[src/rtl/instr_encoder_loader_if.sv]
// rtl/instr_encoder_loader_if.sv - request and instruction-memory write bundle for instr_encoder_loader
interface instr_encoder_loader_if #(
  parameter int ADDR_W = 10
);
  logic              in_valid;
  logic              in_ready;
  logic [2:0]        op_sel;
  logic [4:0]        rd;
  logic [4:0]        rs1;
  logic [4:0]        rs2;
  logic [20:0]       imm;
  logic              last;
  logic              imem_we;
  logic              imem_ready;
  logic [ADDR_W-1:0] imem_addr;
  logic [31:0]       imem_wdata;

  modport master (
    output in_valid, op_sel, rd, rs1, rs2, imm, last, imem_ready,
    input  in_ready, imem_we, imem_addr, imem_wdata
  );

  modport slave (
    input  in_valid, op_sel, rd, rs1, rs2, imm, last, imem_ready,
    output in_ready, imem_we, imem_addr, imem_wdata
  );
endinterface

[src/rtl/instr_encoder_loader.sv]
// rtl/instr_encoder_loader.sv - RV32I instruction encoder feeding a FIFO-buffered imem loader
// Optional feature macro: ENC_NOP_PAD_EN (pad the session with NOPs to a 4-word boundary)
module instr_encoder_loader #(
  parameter int FIFO_DEPTH = 4,
  parameter int ADDR_W     = 10
) (
  input  logic                  clk,
  input  logic                  rst_n,
  input  logic                  start,
  input  logic [ADDR_W-1:0]     base_addr,
  instr_encoder_loader_if.slave bus,
  output logic                  done,
  output logic                  err,
  output logic [ADDR_W-1:0]     count
);
  localparam int PTR_W = $clog2(FIFO_DEPTH);
  localparam logic [1:0] S_IDLE = 2'd0;
  localparam logic [1:0] S_LOAD = 2'd1;
  localparam logic [1:0] S_DONE = 2'd2;
`ifdef ENC_NOP_PAD_EN
  localparam logic [1:0]  S_PAD = 2'd3;
  localparam logic [31:0] NOP   = 32'h0000_0013;
`endif
  localparam logic [PTR_W:0] PTR_ONE  = {{PTR_W{1'b0}}, 1'b1};
  localparam logic [PTR_W:0] PTR_WRAP = {1'b1, {PTR_W{1'b0}}};

  logic [1:0]        state;
  logic [31:0]       mem [FIFO_DEPTH];
  logic [PTR_W:0]    wr_ptr;
  logic [PTR_W:0]    rd_ptr;
  logic              fifo_empty;
  logic              fifo_full;
  logic              fifo_one;
  logic              last_seen;
  logic [31:0]       enc_word;
  logic              enc_legal;
  logic              accept;
  logic              push;
  logic              pop;
  logic              wr_fire;
  logic              session_end;
  logic [ADDR_W-1:0] imem_addr_q;
  logic [ADDR_W-1:0] count_inc;
  logic [1:0]        unused_base_lsb;

  assign unused_base_lsb = base_addr[1:0];

  assign fifo_empty = (wr_ptr == rd_ptr);
  assign fifo_full  = ((wr_ptr ^ rd_ptr) == PTR_WRAP);
  assign fifo_one   = ((wr_ptr - rd_ptr) == PTR_ONE);

  always_comb begin
    enc_word  = 32'h0;
    enc_legal = 1'b1;
    case (bus.op_sel)
      3'd0: enc_word = {7'b0, bus.rs2, bus.rs1, 3'b000, bus.rd, 7'b0110011};
      3'd1: enc_word = {bus.imm[11:0], bus.rs1, 3'b000, bus.rd, 7'b0010011};
      3'd2: enc_word = {bus.imm[12], bus.imm[10:5], bus.rs2, bus.rs1, 3'b000,
                        bus.imm[4:1], bus.imm[11], 7'b1100011};
      3'd3: enc_word = {bus.imm[20], bus.imm[10:1], bus.imm[11], bus.imm[19:12],
                        bus.rd, 7'b1101111};
      3'd4: enc_word = {bus.imm[11:0], bus.rs1, 3'b010, bus.rd, 7'b0000011};
      3'd5: enc_word = {bus.imm[11:5], bus.rs2, bus.rs1, 3'b010, bus.imm[4:0], 7'b0100011};
      default: enc_legal = 1'b0;
    endcase
  end

  assign bus.in_ready = (state == S_LOAD) && !fifo_full && !last_seen;
  assign accept       = bus.in_valid && bus.in_ready;
  assign push         = accept && enc_legal;

  always_comb begin
    bus.imem_we    = 1'b0;
    bus.imem_wdata = 32'h0;
    if (state == S_LOAD && !fifo_empty) begin
      bus.imem_we    = 1'b1;
      bus.imem_wdata = mem[rd_ptr[PTR_W-1:0]];
    end
`ifdef ENC_NOP_PAD_EN
    if (state == S_PAD) begin
      bus.imem_we    = 1'b1;
      bus.imem_wdata = NOP;
    end
`endif
  end

  assign bus.imem_addr = imem_addr_q;
  assign wr_fire       = bus.imem_we && bus.imem_ready;
  assign pop           = wr_fire && (state == S_LOAD);
  assign count_inc     = count + {{(ADDR_W-1){1'b0}}, 1'b1};
  // last_seen blocks further accepts, so the FIFO only drains from here on
  assign session_end   = (state == S_LOAD) && last_seen && (fifo_empty || (pop && fifo_one));
  assign done          = (state == S_DONE);

`ifdef ENC_NOP_PAD_EN
  logic [ADDR_W-1:0] cnt_after;
  assign cnt_after = wr_fire ? count_inc : count;
`endif

  always_ff @(posedge clk) begin
    if (push) begin
      mem[wr_ptr[PTR_W-1:0]] <= enc_word;
    end
  end

  always_ff @(posedge clk) begin
    if (!rst_n) begin
      state       <= S_IDLE;
      wr_ptr      <= '0;
      rd_ptr      <= '0;
      last_seen   <= 1'b0;
      imem_addr_q <= '0;
      err         <= 1'b0;
      count       <= '0;
    end else begin
      if (push) wr_ptr <= wr_ptr + PTR_ONE;
      if (pop) rd_ptr <= rd_ptr + PTR_ONE;
      if (wr_fire) begin
        imem_addr_q <= imem_addr_q + ADDR_W'(4);
        count       <= count_inc;
      end
      if (accept && bus.last) last_seen <= 1'b1;
      if (accept && !enc_legal) err <= 1'b1;

      case (state)
        S_IDLE, S_DONE: begin
          if (start) begin
            state       <= S_LOAD;
            imem_addr_q <= {base_addr[ADDR_W-1:2], 2'b00};
            count       <= '0;
            err         <= 1'b0;
            last_seen   <= 1'b0;
            wr_ptr      <= '0;
            rd_ptr      <= '0;
          end
        end
        S_LOAD: begin
          if (session_end) begin
`ifdef ENC_NOP_PAD_EN
            state <= (cnt_after[1:0] != 2'b00) ? S_PAD : S_DONE;
`else
            state <= S_DONE;
`endif
          end
        end
`ifdef ENC_NOP_PAD_EN
        S_PAD: begin
          if (wr_fire && count_inc[1:0] == 2'b00) state <= S_DONE;
        end
`endif
        default: state <= S_IDLE;
      endcase
    end
  end
endmodule

[src/flat_wrapper.sv]
// flat-port wrapper written by rule: the top's interface ports become plain ports
module instr_encoder_loader_flat 
#(
  parameter int FIFO_DEPTH = 4,
  parameter int ADDR_W     = 10
)
  (clk, rst_n, start, base_addr, done, err, count, bus_in_valid, bus_op_sel, bus_rd, bus_rs1, bus_rs2, bus_imm, bus_last, bus_imem_ready, bus_in_ready, bus_imem_we, bus_imem_addr, bus_imem_wdata);
  instr_encoder_loader_if #(.ADDR_W(ADDR_W)) bus_i ();
  input  logic clk;
  input  logic rst_n;
  input  logic start;
  input  logic [ADDR_W-1:0] base_addr;
  output logic done;
  output logic err;
  output logic [ADDR_W-1:0] count;
  input wire logic [$bits(bus_i.in_valid)-1:0] bus_in_valid;
  input wire logic [$bits(bus_i.op_sel)-1:0] bus_op_sel;
  input wire logic [$bits(bus_i.rd)-1:0] bus_rd;
  input wire logic [$bits(bus_i.rs1)-1:0] bus_rs1;
  input wire logic [$bits(bus_i.rs2)-1:0] bus_rs2;
  input wire logic [$bits(bus_i.imm)-1:0] bus_imm;
  input wire logic [$bits(bus_i.last)-1:0] bus_last;
  input wire logic [$bits(bus_i.imem_ready)-1:0] bus_imem_ready;
  output wire logic [$bits(bus_i.in_ready)-1:0] bus_in_ready;
  output wire logic [$bits(bus_i.imem_we)-1:0] bus_imem_we;
  output wire logic [$bits(bus_i.imem_addr)-1:0] bus_imem_addr;
  output wire logic [$bits(bus_i.imem_wdata)-1:0] bus_imem_wdata;
  assign bus_i.in_valid = bus_in_valid;
  assign bus_i.op_sel = bus_op_sel;
  assign bus_i.rd = bus_rd;
  assign bus_i.rs1 = bus_rs1;
  assign bus_i.rs2 = bus_rs2;
  assign bus_i.imm = bus_imm;
  assign bus_i.last = bus_last;
  assign bus_i.imem_ready = bus_imem_ready;
  assign bus_in_ready = bus_i.in_ready;
  assign bus_imem_we = bus_i.imem_we;
  assign bus_imem_addr = bus_i.imem_addr;
  assign bus_imem_wdata = bus_i.imem_wdata;
  instr_encoder_loader #(.FIFO_DEPTH(FIFO_DEPTH), .ADDR_W(ADDR_W)) u_core (.clk(clk), .rst_n(rst_n), .start(start), .base_addr(base_addr), .bus(bus_i), .done(done), .err(err), .count(count));
endmodule
[config.mk]
export PLATFORM = sky130hd
export DESIGN_NAME = instr_encoder_loader_flat
export DESIGN_NICKNAME = d
export VERILOG_FILES = /design/src/rtl/instr_encoder_loader_if.sv /design/src/rtl/instr_encoder_loader.sv /design/src/flat_wrapper.sv
export SDC_FILE = /design/constraint.sdc
export NUM_CORES = 1
export LEC_CHECK = 0
export CAP_MARGIN = 20
export CORE_UTILIZATION = 57
export DETAILED_ROUTE_END_ITERATION = 10
export PLACE_DENSITY_LB_ADDON = 0.12
export SLEW_MARGIN = 10
export SYNTH_ARGS = -nofsm -noshare
export SYNTH_HDL_FRONTEND = slang
export SYNTH_SLANG_ARGS = --single-unit
[constraint.sdc]
create_clock -name clk -period 7.2 [get_ports clk]
set_input_delay 1.8 -clock clk [delete_from_list [all_inputs] [get_ports clk]]
set_output_delay 1.8 -clock clk [all_outputs]
set_load 0.05 [all_outputs]
Word-level counts from Yosys, hierarchy flattened
Memory sizes are Yosys's and may differ from the RTL's. A register that Yosys moved wholly into a read port is not among the register bits.
Cells that the tools add are included.
{ "classes": {"bitwise": 1, "addsub": 5, "n_reduce_logical": 22, "n_mux": 28, "eq_ne": 12} }
{ "op_table": {"columns": ["op", "n"], "rows": [
  ["$pmux 32 s6", 1],
  ["$mux 10", 6],
  ["$mux 32", 1],
  ["$mux 3", 6],
  ["$logic_and 1x1->1", 12],
  ["$add 10x1->10 const B", 1],
  ["$add 10x3->10 const B", 1],
  ["$mux 1", 10],
  ["$eq 3x3->1 const B", 3],
  ["$add 3x1->3 const B", 2],
  ["$eq 3x1->1 const B", 2],
  ["$eq 3x2->1 const B", 2],
  ["$mux 2", 3],
  ["$reduce_or 6->1", 1],
  ["$logic_not 1->1", 4],
  ["$pmux 2 s2", 1],
  ["$eq 3x3->1", 1],
  ["$logic_not 3->1", 1],
  ["$sub 3x3->3", 1],
  ["$xor 3x3->3", 1],
  ["$eq 2x1->1 const B", 1],
  ["$eq 2x2->1 const B", 1],
  ["$logic_not 2->1", 1],
  ["$ne 2x1->1 const B", 1],
  ["4 further kinds", 4]
]} }
{ "word_totals": {"ff_bits": 30, "elab_cells": 76, "output_inout_bits": 56, "memories": 1, "ramBits": 128, "in_bits": 55} }
{ "memory_table": {"columns": ["name", "depth", "word_bits", "read_ports", "rd_ports_with_merged_regs", "write_ports", "line", "rtl"], "rows": [
  ["u_core.mem", 4, 32, 1, 1, 1, "instr_encoder_loader.sv:28", "logic [31:0] mem [FIFO_DEPTH];"]
]} }

Logic depth before layout (Yosys ltp)
Gate-level depths: netlist (run 1).
{ "depth": {"depth_word": 11, "mapped_depth": 9, "mapped_depth_nobuf": 7} }

Least setup slack after synthesis (run 1)
Ideal clock, no wire load.
{ "synth_timing": {"kind": "register to output", "start": "reg u_core.rd_ptr[1]", "end": "out bus_imem_wdata[22]", "path_buffers": 2, "arrival_time_ns": 2.690, "path_stages_with_launch": 9, "slack_ns": 2.710, "t_required_ns": 5.400, "path_cell_list": "dfxtp_1 clkbuf_1 inv_1 ha_1 nand2_1 o21ai_1 inv_1 clkbuf_1 and2_1"} }
{ "synth_via": {"elab_chain_cells": 4} }
{ "synth_lines": {"columns": ["element", "line", "rtl"], "rows": [
  ["start: declaration", "instr_encoder_loader.sv:30", "logic [PTR_W:0] rd_ptr;"],
  ["start signal: assignment", "instr_encoder_loader.sv:117", "if (pop) rd_ptr <= rd_ptr + PTR_ONE;"],
  ["$eq 3x3->1", "instr_encoder_loader.sv:48", "assign fifo_empty = (wr_ptr == rd_ptr);"],
  ["$logic_not 1->1", "instr_encoder_loader.sv:75", "if (state == S_LOAD && !fifo_empty) begin"],
  ["$logic_and 1x1->1", "instr_encoder_loader.sv:75", null],
  ["$mux 32", "instr_encoder_loader.sv:75", null],
  ["end: declaration", "flat_wrapper.sv:27", "output wire logic [$bits(bus_i.imem_wdata)-1:0] bus_imem_wdata;"]
]} }
Every way passes these cells.

Final worst setup path (run 1)
{ "layout_timing": {"start": "reg u_core.rd_ptr[1]", "end": "out bus_imem_wdata[5]"} }
The elaborated chain is that of the path after synthesis.

==> results by group, run 1 <==
Synthesis
  • Yosys warning count: 0
  • Avg Cell Area, Syn: 14.4 sq um
  • Top_reg_cell synth: edfxtp_1
  • Post-synth top cells: edfxtp_1 (120), and2_1 (40), a21oi_1 (33), mux4_2 (30), dfxtp_1 (28)
  • Post-Syn Instances: 458
  • Yosys top cell area share: 0.545
  • Area leader, netlist: edfxtp_1
  • Yosys cell types: 50
  • Largest cells by area after synthesis: edfxtp_1 (54%), mux4_2 (10%), dfxtp_1 (8.5%), and2_1 (3.8%), a21oi_1 (2.5%)
  • Top-count cell post-synth: edfxtp_1
  • Number of synthesized register bits: 148
  • Synthesized cell area: 6610 sq um
  • Seq/Total Area, Yosys: 0.630
  • Number of synthesized flops with an enable pin: 120
  • Synth async-reset ratio: 0

Detailed routing
  • Starting DRC count in detailed routing: 338
  • DRC: 0
  • Routed WL per cell: 19.2 microns
  • Routed vias/inst: 6.00
  • Final ANT Viol Nets: 0
  • DR pass1 iterations: 4
  • Routed vias: 4,305
  • Final WL: 13.8 mm

Worst setup path
  • Worst reg2reg path endpoint: u_core.mem[2][5]
  • Most numerous cell on the critical path: inv_1
  • Crit Path Category: reg2out
  • Slowest CP cell: inv_1
  • Worst EP arrival: 4.13 ns
  • Buf/Inv on CP: 4
  • Worst r2r path cells: 7
  • WP data required: 5.40 ns
  • Critical Path Max Stage Delay: 0.83 ns
  • Reg2reg start: u_core.rd_ptr[1]
  • Crit-path cells: buf_4, inv_1, ha_1, nand2_1, o21ai_1, inv_1, and2_1, clkdlybuf4s50_1
  • CP Capture Type: output port
  • Register-to-register path setup slack: 3.84 ns
  • CP Max Fanout: 34
  • Cell family with most CP delay: buffers and inverters
  • CP startpoint kind: flip-flop

Global routing
  • Gr ovfl total: 0
  • Antenna violations before repair: 0
  • Vias in the first global route: 4,159
  • Total track usage: 0.248
  • First-pass GRT wire length: 21.2 mm
  • Pin count of the biggest net entering global routing: 35

Clocking
  • Clock slew at reported path FFs: 0.06 ns
  • Root buffer cell: clkbuf_16
  • Worst skew pair latency: 0.42 ns
  • H-tree depth: 4
  • Clk buf depth: 2
  • Clk sinks: 148
  • Hold buffers post-CTS: 0
  • CTS tree: done
  • Setup bufs post-CTS: 0
  • Total CTS buffers: 17
  • Post-CTS Resized: 0

Worst hold path
  • Hold crit path type: reg2reg
  • Hold Startpoint: u_core.count[1]
  • Hold Path Depth: 2
  • End of the worst hold path: u_core.count[1]

STA
  • Final WS setup: 1.27 ns
  • Final hold violations: 0
  • RSZ-0062 raised after global routing: no
  • Max Transition Viols Final: 0
  • TNS Setup: 0 ns
  • Max-slew headroom: 0.302
  • Period minus WS final: 5.93 ns
  • Slew @ Worst Pin: 1.05 ns
  • Finish-stage setup viols: 0
  • Clk_skew: 0.00799 ns
  • Max Clk Rate: 169 MHz
  • Final period util: 0.824

Finish
  • Area Growth Syn to Fin: 26.9%
  • Layout cells sized above 1: 0.127
  • Filler instances: 727
  • # diodes: 0
  • Non-filler cells, final: 717
  • Post-route cell area: 8390 sq um
  • # nets final: 629

Run status
  • Outcome: completed

Floorplanning
  • Die width: 110 microns
  • Die area: 12,000 sq um
  • Core area: 11,100 sq um
  • DIE HEIGHT: 110 microns
  • IO Count: 111
  • Starting Density: 0.597
  • Std cell rows: 38

Placement
  • GPL Wtd Cong: 0.775
  • Dpl cells: 684
  • DP Wirelength: 8.43 mm
  • Number of port buffers: 106
  • Pre-CTS WS: 1.75 ns
  • Placed instance area: 7770 sq um

Flow run
  • Max cap viols: 0

Power and ir drop
  • Power Density: 238 nW/um^2
  • Lkg Pwr: 2.81 nW
  • Peak VDD IR: 0.000203 V
  • Tot Pwr: 1.99 mW
## logic make-up after synthesis
family / share of synthesized area
xor gates and xnor gates: 0.0172
muxes: 0.107
DFF: 0.630
AOI/OAI and AO/OA: 0.0933
buffers and inverters: 0.0242
adders and majority gates: 0.0201
and+or+nand+nor: 0.108
other: 0.000567
## report_power, final
| group | switching, mW | internal [mW] |
|---|---|---|
| Sequential | 0.00796 | 0.943 |
| Combinational | 0.0874 | 0.0631 |
| Clock | 0.322 | 0.571 |
## cell type report
cell class / count / area [sq um] / area share
Multi-Input combinational cell: 276 / 2290 / 0.273
Tap cell: 140 / 175 / 0.0209
Clock buffer: 23 / 478 / 0.0569
Clock inverter: 9 / 129 / 0.0154
Inverter: 8 / 30.0 / 0.00358
Timing Repair Buffer: 113 / 1120 / 0.134
Sequential cell: 148 / 4170 / 0.496
## worst min-delay path, stage by stage (launching register included)
cell and delay, ns:
dfxtp_1 0.33, nand2_1 0.07, a21oi_1 0.05
## sequential cells by signal, summed over array words and instances, names as in the netlist
signal	flops
u_core.bus.imem_addr	8
u_core.count	10
u_core.err	1
u_core.last_seen	1
u_core.mem	120
u_core.rd_ptr	3
u_core.state	2
u_core.wr_ptr	3
## per-stage QoR
stage,util,hold slack [ns]
finish,0.758,0.500
global route,0.758,0.512
CTS,0.756,0.502
detailed placement,0.702,0.484
global placement,0.702,0.460
floorplan,-,0.452
## per-layer routing
metal  track usage  routed length, microns  up-vias
met2         0.412                    7120      158
met3        0.0794                     808        9
met4        0.0657                      93        0
met5             0                       0        -
li1              -                       -     1996
met1         0.317                    5780     2142
## worst max-delay path by stage
stage | end | from | cells past startpoint | slack [ns]
6_report | bus_imem_wdata[5] | u_core.rd_ptr[1] | 8 | 1.27
3_3_place_gp | bus_imem_wdata[5] | u_core.rd_ptr[1] | 8 | 1.78
2_1_floorplan | bus_imem_wdata[22] | u_core.rd_ptr[1] | 8 | 2.71
4_1_cts | bus_imem_wdata[5] | u_core.rd_ptr[1] | 8 | 1.27
3_5_place_dp | bus_imem_wdata[5] | u_core.rd_ptr[1] | 8 | 1.75
5_1_grt | bus_imem_wdata[5] | u_core.rd_ptr[1] | 8 | 0.94
## cell usage in the layout, fill, tap and decap left out, drive strengths merged, types with 3 or more instances in the layout
cell and instances:
ha 9, a31oi 7, or4 5, o211ai 6, edfxtp 120, bufinv 3
a21oi 33, mux2i 3, clkbuf 23, a211oi 4, clkinv 4, nor2b 17
clkdlybuf4s50 106, nand2 12, a221oi 6, and2 40, nand3 10, inv 8
or3 4, and3 8, o31ai 3, o2111ai 3, o21ai 17, xnor2 3
buf 7, dfxtp 28, o2bb2ai 5, mux4 30, nor2 14, a22oi 5
xor2 10
Power figures use the tool's default switching activity.
==> run 2, diff against run 1 <==
--- a/config.mk
+++ b/config.mk
@@ -6,7 +6,7 @@
 export NUM_CORES = 1
 export LEC_CHECK = 0
 export CAP_MARGIN = 20
-export CORE_UTILIZATION = 57
+export CORE_UTILIZATION = 53
 export DETAILED_ROUTE_END_ITERATION = 10
 export PLACE_DENSITY_LB_ADDON = 0.12
 export SLEW_MARGIN = 10
==> constraint.sdc (replaced) <==
create_clock -name clk -period 5.8 [get_ports clk]
set_input_delay 1.45 -clock clk [delete_from_list [all_inputs] [get_ports clk]]
set_output_delay 1.45 -clock clk [all_outputs]
set_load 0.05 [all_outputs]
==> results by group, run 2 (synthesized netlist as in run 1, its figures left out) <==
Clocking
  • Clock slew at reported path FFs: 0.06 ns
  • Clk buf depth: 2
  • Worst skew pair latency: 0.42 ns
  • Total CTS buffers: 17
  • H-tree depth: 4
  • Post-CTS Resized: 0
  • Root buffer cell: clkbuf_16
  • CTS tree: done
  • Setup bufs post-CTS: 0
  • Clk sinks: 148
  • Hold buffers post-CTS: 0

Detailed routing
  • Starting DRC count in detailed routing: 264
  • Final WL: 14.1 mm
  • Final ANT Viol Nets: 0
  • DRC: 0
  • DR pass1 iterations: 4
  • Routed WL per cell: 18.9 microns
  • Routed vias: 4,308
  • Routed vias/inst: 5.78

STA
  • Slew @ Worst Pin: 1.04 ns
  • Final hold violations: 0
  • Period minus WS final: 4.83 ns
  • Max Clk Rate: 207 MHz
  • Final period util: 0.833
  • RSZ-0062 raised after global routing: no
  • Max Transition Viols Final: 0
  • Max-slew headroom: 0.301
  • Hold WS: 0.490 ns
  • Finish-stage setup viols: 0
  • Clk_skew: 0.00974 ns
  • TNS Setup: 0 ns

Worst setup path
  • CP Capture Type: output port
  • Crit Path Category: reg2out
  • CP startpoint kind: flip-flop
  • Worst EP arrival: 3.38 ns
  • CP Max Fanout: 33
  • Worst r2r path cells: 5
  • WP data required: 4.35 ns

Worst hold path
  • Hold crit path type: reg2reg
  • Hold Path Depth: 1

Floorplanning
  • DIE HEIGHT: 114 microns
  • Die area: 12,900 sq um
  • Std cell rows: 40
  • IO Count: 111
  • Die width: 114 microns
  • Starting Density: 0.546
  • Core area: 12,100 sq um

Power and ir drop
  • Power Density: 294 nW/um^2
  • Peak VDD IR: 0.000172 V
  • Lkg Pwr: 2.80 nW

Global routing
  • Vias in the first global route: 4,289
  • Met1 Use GR: 0.296
  • First-pass GRT wire length: 22.0 mm
  • Busiest grt layer: met2
  • Met2 usage: 0.381
  • Total track usage: 0.234
  • M3 GR Usage: 0.0616
  • Pin count of the biggest net entering global routing: 34
  • Antenna violations before repair: 0
  • Gr ovfl total: 0

Run status
  • Outcome: completed

Finish
  • Fin util: 0.696
  • Layout cells sized above 1: 0.125
  • Post-route cell area: 8420 sq um
  • Most frequent cells in the layout: edfxtp_1 (120), clkdlybuf4s50_1 (106), and2_1 (40), a21oi_1 (33), mux4_2 (30)
  • Max reg flops: 120
  • # diodes: 0
  • Area Growth Syn to Fin: 27.4%
  • Most common cell after layout, fill and taps aside: edfxtp_1
  • # nets final: 631
  • Filler instances: 857

Placement
  • Placed instance area: 7830 sq um
  • DP Wirelength: 8.48 mm
  • GPL Wtd Cong: 0.769
  • Number of port buffers: 106

Flow run
  • Max cap viols: 0
-- run 2: path summary, 6_finish.rpt --
path	startpoint	endpoint	slack (ns)
worst max register to register	u_core.wr_ptr[0]	u_core.mem[3][15]	3.08
worst max-delay path	u_core.wr_ptr[0]	bus_imem_wdata[8]	0.97
worst min-delay path	u_core.last_seen	u_core.state[0]	0.49
worst min register to register	u_core.last_seen	u_core.state[0]	0.49
-- run 2: worst max-delay path: stages (launching register included) --
cell and delay, ns:
dfxtp_1 0.38, inv_1 0.11, ha_1 0.32, nand2_1 0.35, o21ai_1 0.27, inv_1 0.11
buf_4 0.34, and2_1 0.23, clkdlybuf4s50_1 0.82
-- run 2: layout make-up --
cell class / instances / area [sq um] / share of cell area
clock buffer: 18 / 429 / 0.0509
clock inverter: 12 / 164 / 0.0195
inverter: 8 / 30.0 / 0.00356
multi-input combinational: 276 / 2300 / 0.273
sequential: 148 / 4170 / 0.495
tap: 168 / 210 / 0.0250
timing repair buffer: 115 / 1130 / 0.134
-- run 2: through the flow --
step	worst slack [ns]	instances	power (mW)
after floorplan	1.66	459	1.31
after global placement	1.50	715	1.38
after detailed placement	1.45	715	1.39
after CTS	0.970	745	2.49
after global routing	0.758	745	2.55
final	0.969	745	2.48
-- run 2: routing by layer --
metal  part of all wire  wire, microns
met5                  0              0
met4              0.013            179
met3              0.060            845
met2               0.50           7080
met1               0.42           5950
-- run 2: where the power goes --
| part | total (mW) | switching [mW] | internal [mW] |
|---|---|---|---|
| registers | 1.18 | 0.0102 | 1.17 |
| clock network | 1.11 | 0.404 | 0.707 |
| logic | 0.188 | 0.109 | 0.0790 |
